[src/rtl/ifu_fetch_queue.sv]
// Instruction fetch unit: sequential AXI4-Lite read master feeding a DEPTH-entry prefetch queue.
// A redirect flushes the queue and discards any response still in flight.
module ifu_fetch_queue #(
    parameter int                ADDR_W   = 32,
    parameter int                DATA_W   = 32,
    parameter int                DEPTH    = 4,
    parameter logic [ADDR_W-1:0] RESET_PC = 32'h8000_0000
) (
    input  logic              clk,
    input  logic              rst_n,
    input  logic              fetch_en,
    input  logic              redirect_valid,
    input  logic [ADDR_W-1:0] redirect_pc,
    output logic              out_valid,
    input  logic              out_ready,
    output logic [ADDR_W-1:0] out_pc,
    output logic [DATA_W-1:0] out_inst,
    output logic              out_err,
    output logic [ADDR_W-1:0] araddr,
    output logic              arvalid,
    input  logic              arready,
    input  logic [DATA_W-1:0] rdata,
    input  logic [1:0]        rresp,
    input  logic              rvalid,
    output logic              rready
);

    localparam int PTR_W = $clog2(DEPTH);
    localparam int CNT_W = PTR_W + 1;

    typedef enum logic [1:0] {S_IDLE, S_AR, S_R} state_t;

    state_t             r_state;
    state_t             w_state_nxt;
    logic [ADDR_W-1:0]  r_fetch_pc;
    logic [ADDR_W-1:0]  r_araddr;
    logic               r_drop;
    logic               r_halt;
    logic [CNT_W-1:0]   r_count;
    logic [PTR_W-1:0]   r_rd_ptr;
    logic [PTR_W-1:0]   r_wr_ptr;

    logic [ADDR_W-1:0]  r_mem_pc   [DEPTH];
    logic [DATA_W-1:0]  r_mem_inst [DEPTH];
    logic               r_mem_err  [DEPTH];

    logic               w_push;
    logic               w_pop;
    logic               w_resp_ok;
    logic               w_issue;
    logic               w_load_ar;
    logic               w_drop_nxt;
    logic               w_halt_nxt;
    logic [CNT_W-1:0]   w_count_nxt;
    logic [ADDR_W-1:0]  w_fetch_pc_nxt;

    assign w_resp_ok = (rresp == 2'b00);
    assign w_push    = (r_state == S_R) && rvalid && !r_drop && !redirect_valid;
    assign w_pop     = out_valid && out_ready && !redirect_valid;

    always_comb begin
        w_count_nxt    = r_count + CNT_W'(w_push) - CNT_W'(w_pop);
        w_fetch_pc_nxt = r_fetch_pc;
        w_halt_nxt     = r_halt;
        if (w_push && w_resp_ok) begin
            w_fetch_pc_nxt = r_fetch_pc + ADDR_W'(4);
        end
        if (w_push && !w_resp_ok) begin
            w_halt_nxt = 1'b1;
        end
        if (redirect_valid) begin
            w_count_nxt    = '0;
            w_fetch_pc_nxt = redirect_pc;
            w_halt_nxt     = 1'b0;
        end
    end

    // Credit check uses post-cycle occupancy, so the single outstanding fetch always has a slot.
    assign w_issue = fetch_en && !w_halt_nxt && !redirect_valid && (w_count_nxt < CNT_W'(DEPTH));

    always_comb begin
        w_state_nxt = r_state;
        w_load_ar   = 1'b0;
        w_drop_nxt  = r_drop;
        case (r_state)
            S_IDLE: begin
                if (w_issue) begin
                    w_state_nxt = S_AR;
                    w_load_ar   = 1'b1;
                end
            end
            S_AR: begin
                if (redirect_valid) begin
                    w_drop_nxt = 1'b1;
                end
                if (arready) begin
                    w_state_nxt = S_R;
                end
            end
            S_R: begin
                if (rvalid) begin
                    w_drop_nxt = 1'b0;
                    if (w_issue) begin
                        w_state_nxt = S_AR;
                        w_load_ar   = 1'b1;
                    end else begin
                        w_state_nxt = S_IDLE;
                    end
                end else if (redirect_valid) begin
                    w_drop_nxt = 1'b1;
                end
            end
            default: begin
                w_state_nxt = S_IDLE;
            end
        endcase
    end

    always_ff @(posedge clk or negedge rst_n) begin
        if (!rst_n) begin
            r_state    <= S_IDLE;
            r_fetch_pc <= RESET_PC;
            r_araddr   <= RESET_PC;
            r_drop     <= 1'b0;
            r_halt     <= 1'b0;
            r_count    <= '0;
            r_rd_ptr   <= '0;
            r_wr_ptr   <= '0;
        end else begin
            r_state    <= w_state_nxt;
            r_fetch_pc <= w_fetch_pc_nxt;
            r_drop     <= w_drop_nxt;
            r_halt     <= w_halt_nxt;
            r_count    <= w_count_nxt;
            if (w_load_ar) begin
                r_araddr <= w_fetch_pc_nxt;
            end
            if (redirect_valid) begin
                r_rd_ptr <= '0;
                r_wr_ptr <= '0;
            end else begin
                if (w_push) begin
                    r_wr_ptr <= r_wr_ptr + PTR_W'(1);
                end
                if (w_pop) begin
                    r_rd_ptr <= r_rd_ptr + PTR_W'(1);
                end
            end
        end
    end

    always_ff @(posedge clk) begin
        if (w_push) begin
            r_mem_pc[r_wr_ptr]   <= r_araddr;
            r_mem_inst[r_wr_ptr] <= rdata;
            r_mem_err[r_wr_ptr]  <= !w_resp_ok;
        end
    end

    assign arvalid   = (r_state == S_AR);
    assign rready    = (r_state == S_R);
    assign araddr    = r_araddr;
    assign out_valid = (r_count != '0);
    assign out_pc    = out_valid ? r_mem_pc[r_rd_ptr]   : '0;
    assign out_inst  = out_valid ? r_mem_inst[r_rd_ptr] : '0;
    assign out_err   = out_valid ? r_mem_err[r_rd_ptr]  : 1'b0;

endmodule

[config.mk]
export PLATFORM = sky130hd
export DESIGN_NAME = ifu_fetch_queue
export DESIGN_NICKNAME = d
export VERILOG_FILES = /design/src/rtl/ifu_fetch_queue.sv
export SDC_FILE = /design/constraint.sdc
export NUM_CORES = 1
export LEC_CHECK = 0
export ABC_AREA = 1
export BUFFER_PORTS_ARGS = -buffer_cell sky130_fd_sc_hd__buf_2
export CELL_PAD_IN_SITES_DETAIL_PLACEMENT = 0
export CELL_PAD_IN_SITES_GLOBAL_PLACEMENT = 1
export CORE_MARGIN = 4
export CORE_UTILIZATION = 35
export DETAILED_ROUTE_END_ITERATION = 8
export GPL_ROUTABILITY_DRIVEN = 0
export PLACE_DENSITY_LB_ADDON = 0.1
export RECOVER_POWER = 100
export SKIP_CTS_REPAIR_TIMING = 1
export SLEW_MARGIN = 15
export SYNTH_ARGS = -nofsm -noshare
export SYNTH_HDL_FRONTEND = slang
export SYNTH_SLANG_ARGS = --single-unit
[constraint.sdc]
create_clock -name clk -period 5.1 [get_ports clk]
set_input_delay 0.51 -clock clk [delete_from_list [all_inputs] [get_ports clk]]
set_output_delay 0.51 -clock clk [all_outputs]
set_load 0.03 [all_outputs]
After elaboration in Yosys (flattened, before gate mapping). Memories as Yosys holds them, arrays and structs flattened. Cells that the tools add are included.

Mux-type cells: 25. $add $sub $neg: 5. Reductions and logical operators: 21. $lt $le $gt $ge: 1. Equality and inequality tests: 5.

Operators by type and width (number): $mux W32 (4); $add A32 B3 Y32 const B (1); $mux W2 (7); $logic_and A1 B1 Y1 (10); $mux W1 (10); $pmux W2 S3 (1); $reduce_bool A2 Y1 (3); $add A2 B1 Y2 const B (2); $logic_not A1 Y1 (4); $logic_not A2 Y1 (2); $ne A2 B2 Y1 const B (2); $pmux W1 S2 (2); $add A3 B1 Y3 (1); $lt A3 B3 Y1 const B (1); $mux W3 (1); $reduce_and A3 Y1 (1); $reduce_bool A3 Y1 (1); $sub A3 B1 Y3 (1); $eq A2 B1 Y1 const B (1); $eq A2 B2 Y1 const B (1); $ne A2 B1 Y1 const B (1).

Memories: 3. Word-level logic and storage cells: 68. Register bits: 75. Bits in writable memories: 260. Output and inout bits: 100.

Memories: r_mem_inst (words 4, bits a word 32, read ports 1, clocked after Yosys merged registers in 0, wr ports 1, line 44) `logic [DATA_W-1:0] r_mem_inst [DEPTH];`; r_mem_pc (words 4, bits a word 32, read ports 1, clocked after Yosys merged registers in 0, wr ports 1, line 43) `logic [ADDR_W-1:0] r_mem_pc [DEPTH];`; r_mem_err (words 4, bits a word 1, read ports 1, clocked after Yosys merged registers in 0, wr ports 1, line 45) `logic r_mem_err [DEPTH];`.

Depth between registers and ports, before layout.
Depth in word-level cells: 14. Mapped depth: 19. Gate-level depth less buffers: 18.

Worst setup path before layout. Ideal clock, no wire load.

Path kind: reg-to-reg. From: register r_state[0]. To: memory r_mem_err[0] (enable). Data required time: 4611 ps. Arrival time: 4073 ps. Library setup time: 489 ps. Stages on the path, launching flop included: 7. Slack: 539 ps. Buffers on the path: 0. Period minus slack after synthesis: 4561 ps. Cell sequence: dfrtp_1 > inv_1 > ha_1 > nand2_2 > nor2_4 > nand2_1 > nor2_1.

Word-level cells in the longest chain between the ends: 6.

Ends and longest elaborated chain: from (decl) (line 33) `state_t r_state;`; from (signal assigned) (line 130) `r_state <= w_state_nxt;`; $eq A2 B2 Y1; named net rready (line 25) `output logic rready`; $logic_and A1 B1 Y1 (3 in series) (line 58) `assign w_push = (r_state == S_R) && rvalid && !r_drop && !redirect_valid;`; $mux W1 (line 153) `if (w_push) begin`; $mux W1 (implied by the code) (line 156) `r_mem_err[r_wr_ptr] <= !w_resp_ok;`; to (decl) (line 45).

The timed path passes the listed nets, and every way through them passes these cells.

Final worst setup path.
From: register r_rd_ptr[0]. To: output out_inst[20].

Word-level cells in the longest chain between the ends: 2.

Ends and longest elaborated chain: from (decl) (line 40) `logic [PTR_W-1:0] r_rd_ptr;`; from (signal assigned) (line 146) `r_rd_ptr <= r_rd_ptr + PTR_W'(1);`; $mem_v2 Z4 W32; $mux W32 (line 165) `assign out_inst = out_valid ? r_mem_inst[r_rd_ptr] : '0;`; to (decl) (line 17) `output logic [DATA_W-1:0] out_inst,`.

No other way between the ends.

==> impl_results.md <==
* Slowest stage delay, CP at around 1300 ps
* IO buf count at roughly 170
* Synthesis-stage register bit count at 335
* Crit Path Max Fanout at 72
* Starting Density at between 30% and 40%
* Setup_tns at 0 ps
* GR Util All Layers at roughly 16%
* Total Wirelength at approximately 37,000 um
* Drt initial violations at roughly 390
* First-pass GRT wire length at 56,490 um
* Kind of critical path: register to output port
* Max IR drop VDD at ~0.33 mV
* Final HPWL DP at roughly 22,000 um
* N_diodes at 0
* Yosys top cell by area: edfxtp_1
* CP max stage cell: clkbuf_2
* Worst hold path class: primary input to register
* CP required at about 4600 ps
* Placed Instances at 1,968
* Sequence of cells on the critical path: clkbuf_2, nor2_1, nor2_1, o21ai_0, a21oi_1, clkbuf_1
* FMAX at about 230 MHz
* Status: complete, but fails checks
* Largest net degree at the start of global routing at 74
* Top_reg_cell synth: edfxtp_1
* Antenna viol nets, final at 0
* Failing checks: capacitance limit, slew limit
* H-tree Lvls at 2
* Fillers at between 3,000 and 4,000
* Total core area at between 30,000 and 40,000 um2
* Nets at roughly 1,600
* Final non-filler cell area at ~17,000 um2
* Hold Path Cell Cnt at 1
* Synth Net Count at approximately 1,400
* CTS max path bufs at 3
* Max Cap Violations at 5
* Final Critical Period at around 4300 ps
* Rows at 73
* Num CTS Buffers at 38
* Top-Level Pins at 173
* Clk_lat worst skew at around 520 ps
* Post-route DRC violation count at 0
* Clock transition at the registers of the reported paths at ~60 ps
* Antenna violations before repair at 0
* Die H at 209.6 um
* Yosys cell types at 35
* CTS tree: done
* First-pass iteration count of the detailed router at 5
* Gr ovfl total at 0
* DIE AREA at about 44,000 um2
* Layout cells sized above 1 at about a tenth
* Cell Area, Synth at ~14,000 um2
* Fraction of registers with async set/reset at between 20% and 30%
* Storage cell area at 9692 um2
* Startpoint Class: register
* Count leader, synth: nor2_1
* Cell count after synthesis at ~1,300
* Area grow syn2layout at 16.03%
* Synth warn at 0
* Die width at 209.6 um
* EDFF count, synth at 260
* Fin. max-slew vios at around 250
* PwrDens at between 500 and 600 nW/um2
* Slew headroom at -38.19%
* Final setup violation count at 0
* Hold Vio Cnt, Final at 0
* CP endpoint kind: output port
* Slew @ Worst Pin at 2073 ps
* Post-DR wirelength/cell at 18.07 um
* # clock sinks at between 300 and 400
* Post-synth top area share at a little over half
* Vias in the first global route at between 9,000 and 10,000
* Fin crit share at 83.86%
* Arrival @ worst endpoint at about 3800 ps
* Seq/Total Area, Yosys at 68.10%
* Area occupied by multi-input gates at between 3000 and 4000 um2
* Syn Area/Cell at 10.74 um2
* Clock Skew at 8.884 ps
* Top post-synthesis cells by count: nor2_1, edfxtp_1, nand2_1
* Vias per inst at about 4.7
* R2R depth at 7
* RSZ-0062 raised after global routing: false
* Leak at 6.236 nW
* Final Non-Filler Cells at ~2,000
* Cell mode on critical path: nor2_1
* CTS root buffer: clkbuf_16
* Placed cell areas at between 15,000 and 20,000 um2
* Vias at 9,628
* Top cells by area, synth: edfxtp_1, dfrtp_1, nor2_1
layout by cell type (no fill, tap or decap), types with 41 or more instances in the layout:
cell type / Yosys / layout
a21oi_1: 73 / 73
buf_2: 14 / 41
clkbuf_1: 32 / 137
clkbuf_16: 0 / 41
dfrtp_1: 73 / 71
edfxtp_1: 260 / 260
inv_1: 57 / 56
nand2_1: 199 / 200
nand3_1: 57 / 58
nor2_1: 299 / 300
o21ai_0: 136 / 137
critical path, delay by kind of cell (launching register included):
family                 cells  cell delay [ps]
buffers and inverters      2             1650
AOI/OAI and AO/OA          2              390
DFF                        1              900
and+or+nand+nor            2              240
sequential cells by signal (all words and copies together), names as in the netlist:
register    cells
r_mem_err       4
r_wr_ptr        2
r_mem_pc      128
r_count         3
r_halt          1
r_drop          1
araddr         32
r_state         2
r_fetch_pc     32
r_mem_inst    128
r_rd_ptr        2
report_power, final:
| part | internal (W) | total [W] | switching, W |
|---|---|---|---|
| sequential | 0.00327 | 0.00363 | 0.000356 |
| combinational | 0.000505 | 0.00233 | 0.00182 |
| clock | 0.00153 | 0.00258 | 0.00105 |
logic make-up after synthesis:
logic type	Yosys count	share of synthesized area, %
fa+ha+maj	12	1.108
simple gates	614	18.05
flops	335	68.10
xor+xnor	6	0.3694
buf+inv	129	3.923
compound gates	229	8.453
worst paths after layout:
check	startpoint	end	slack, ps
max in group asynchronous	rst_n	r_rd_ptr[0]	2070
worst max register to register	r_state[0]	r_mem_inst[1][8]	960
worst max-delay path	r_rd_ptr[0]	out_inst[20]	820
worst min register to register	r_fetch_pc[1]	r_fetch_pc[1]	480
min in group asynchronous	rst_n	r_fetch_pc[19]	860
worst min-delay path	rdata[3]	r_mem_inst[0][3]	240
layer usage:
metal / vias up / routed length (um) / track usage, % / part of all wire, %
met1: 4562 / 17700 / 23.19 / 48
met3: 53 / 1370 / 2.720 / 3.7
met4: 0 / 804 / 4.298 / 2.2
li1: 4811 / - / - / -
met2: 202 / 16910 / 26.32 / 46
met5: - / 0 / 0 / 0
cell type report:
| cell class | instances | area share [%] |
|---|---|---|
| clock buffers | 47 | 6.474 |
| clock inverters | 19 | 0.6898 |
| inverters | 60 | 1.372 |
| multi-input cells | 861 | 23.95 |
| flip-flops and latches | 335 | 58.72 |
| well taps | 525 | 3.980 |
| repair buffers | 188 | 4.814 |
metrics by stage:
step,util [%],total power [W],hold slack (ps),setup WS [ps]
after CTS,41.97,0.008779,-118.6,1128
after detailed placement,39.01,0.006166,452.0,1137
after global placement,39.01,0.006151,445.4,1233
after global routing,41.35,0.009015,239.9,482.9
after floorplan,-,0.005208,214.4,538.7
final,41.35,0.008536,243.1,823.1
No activity file was read; power rests on OpenSTA's default activity.
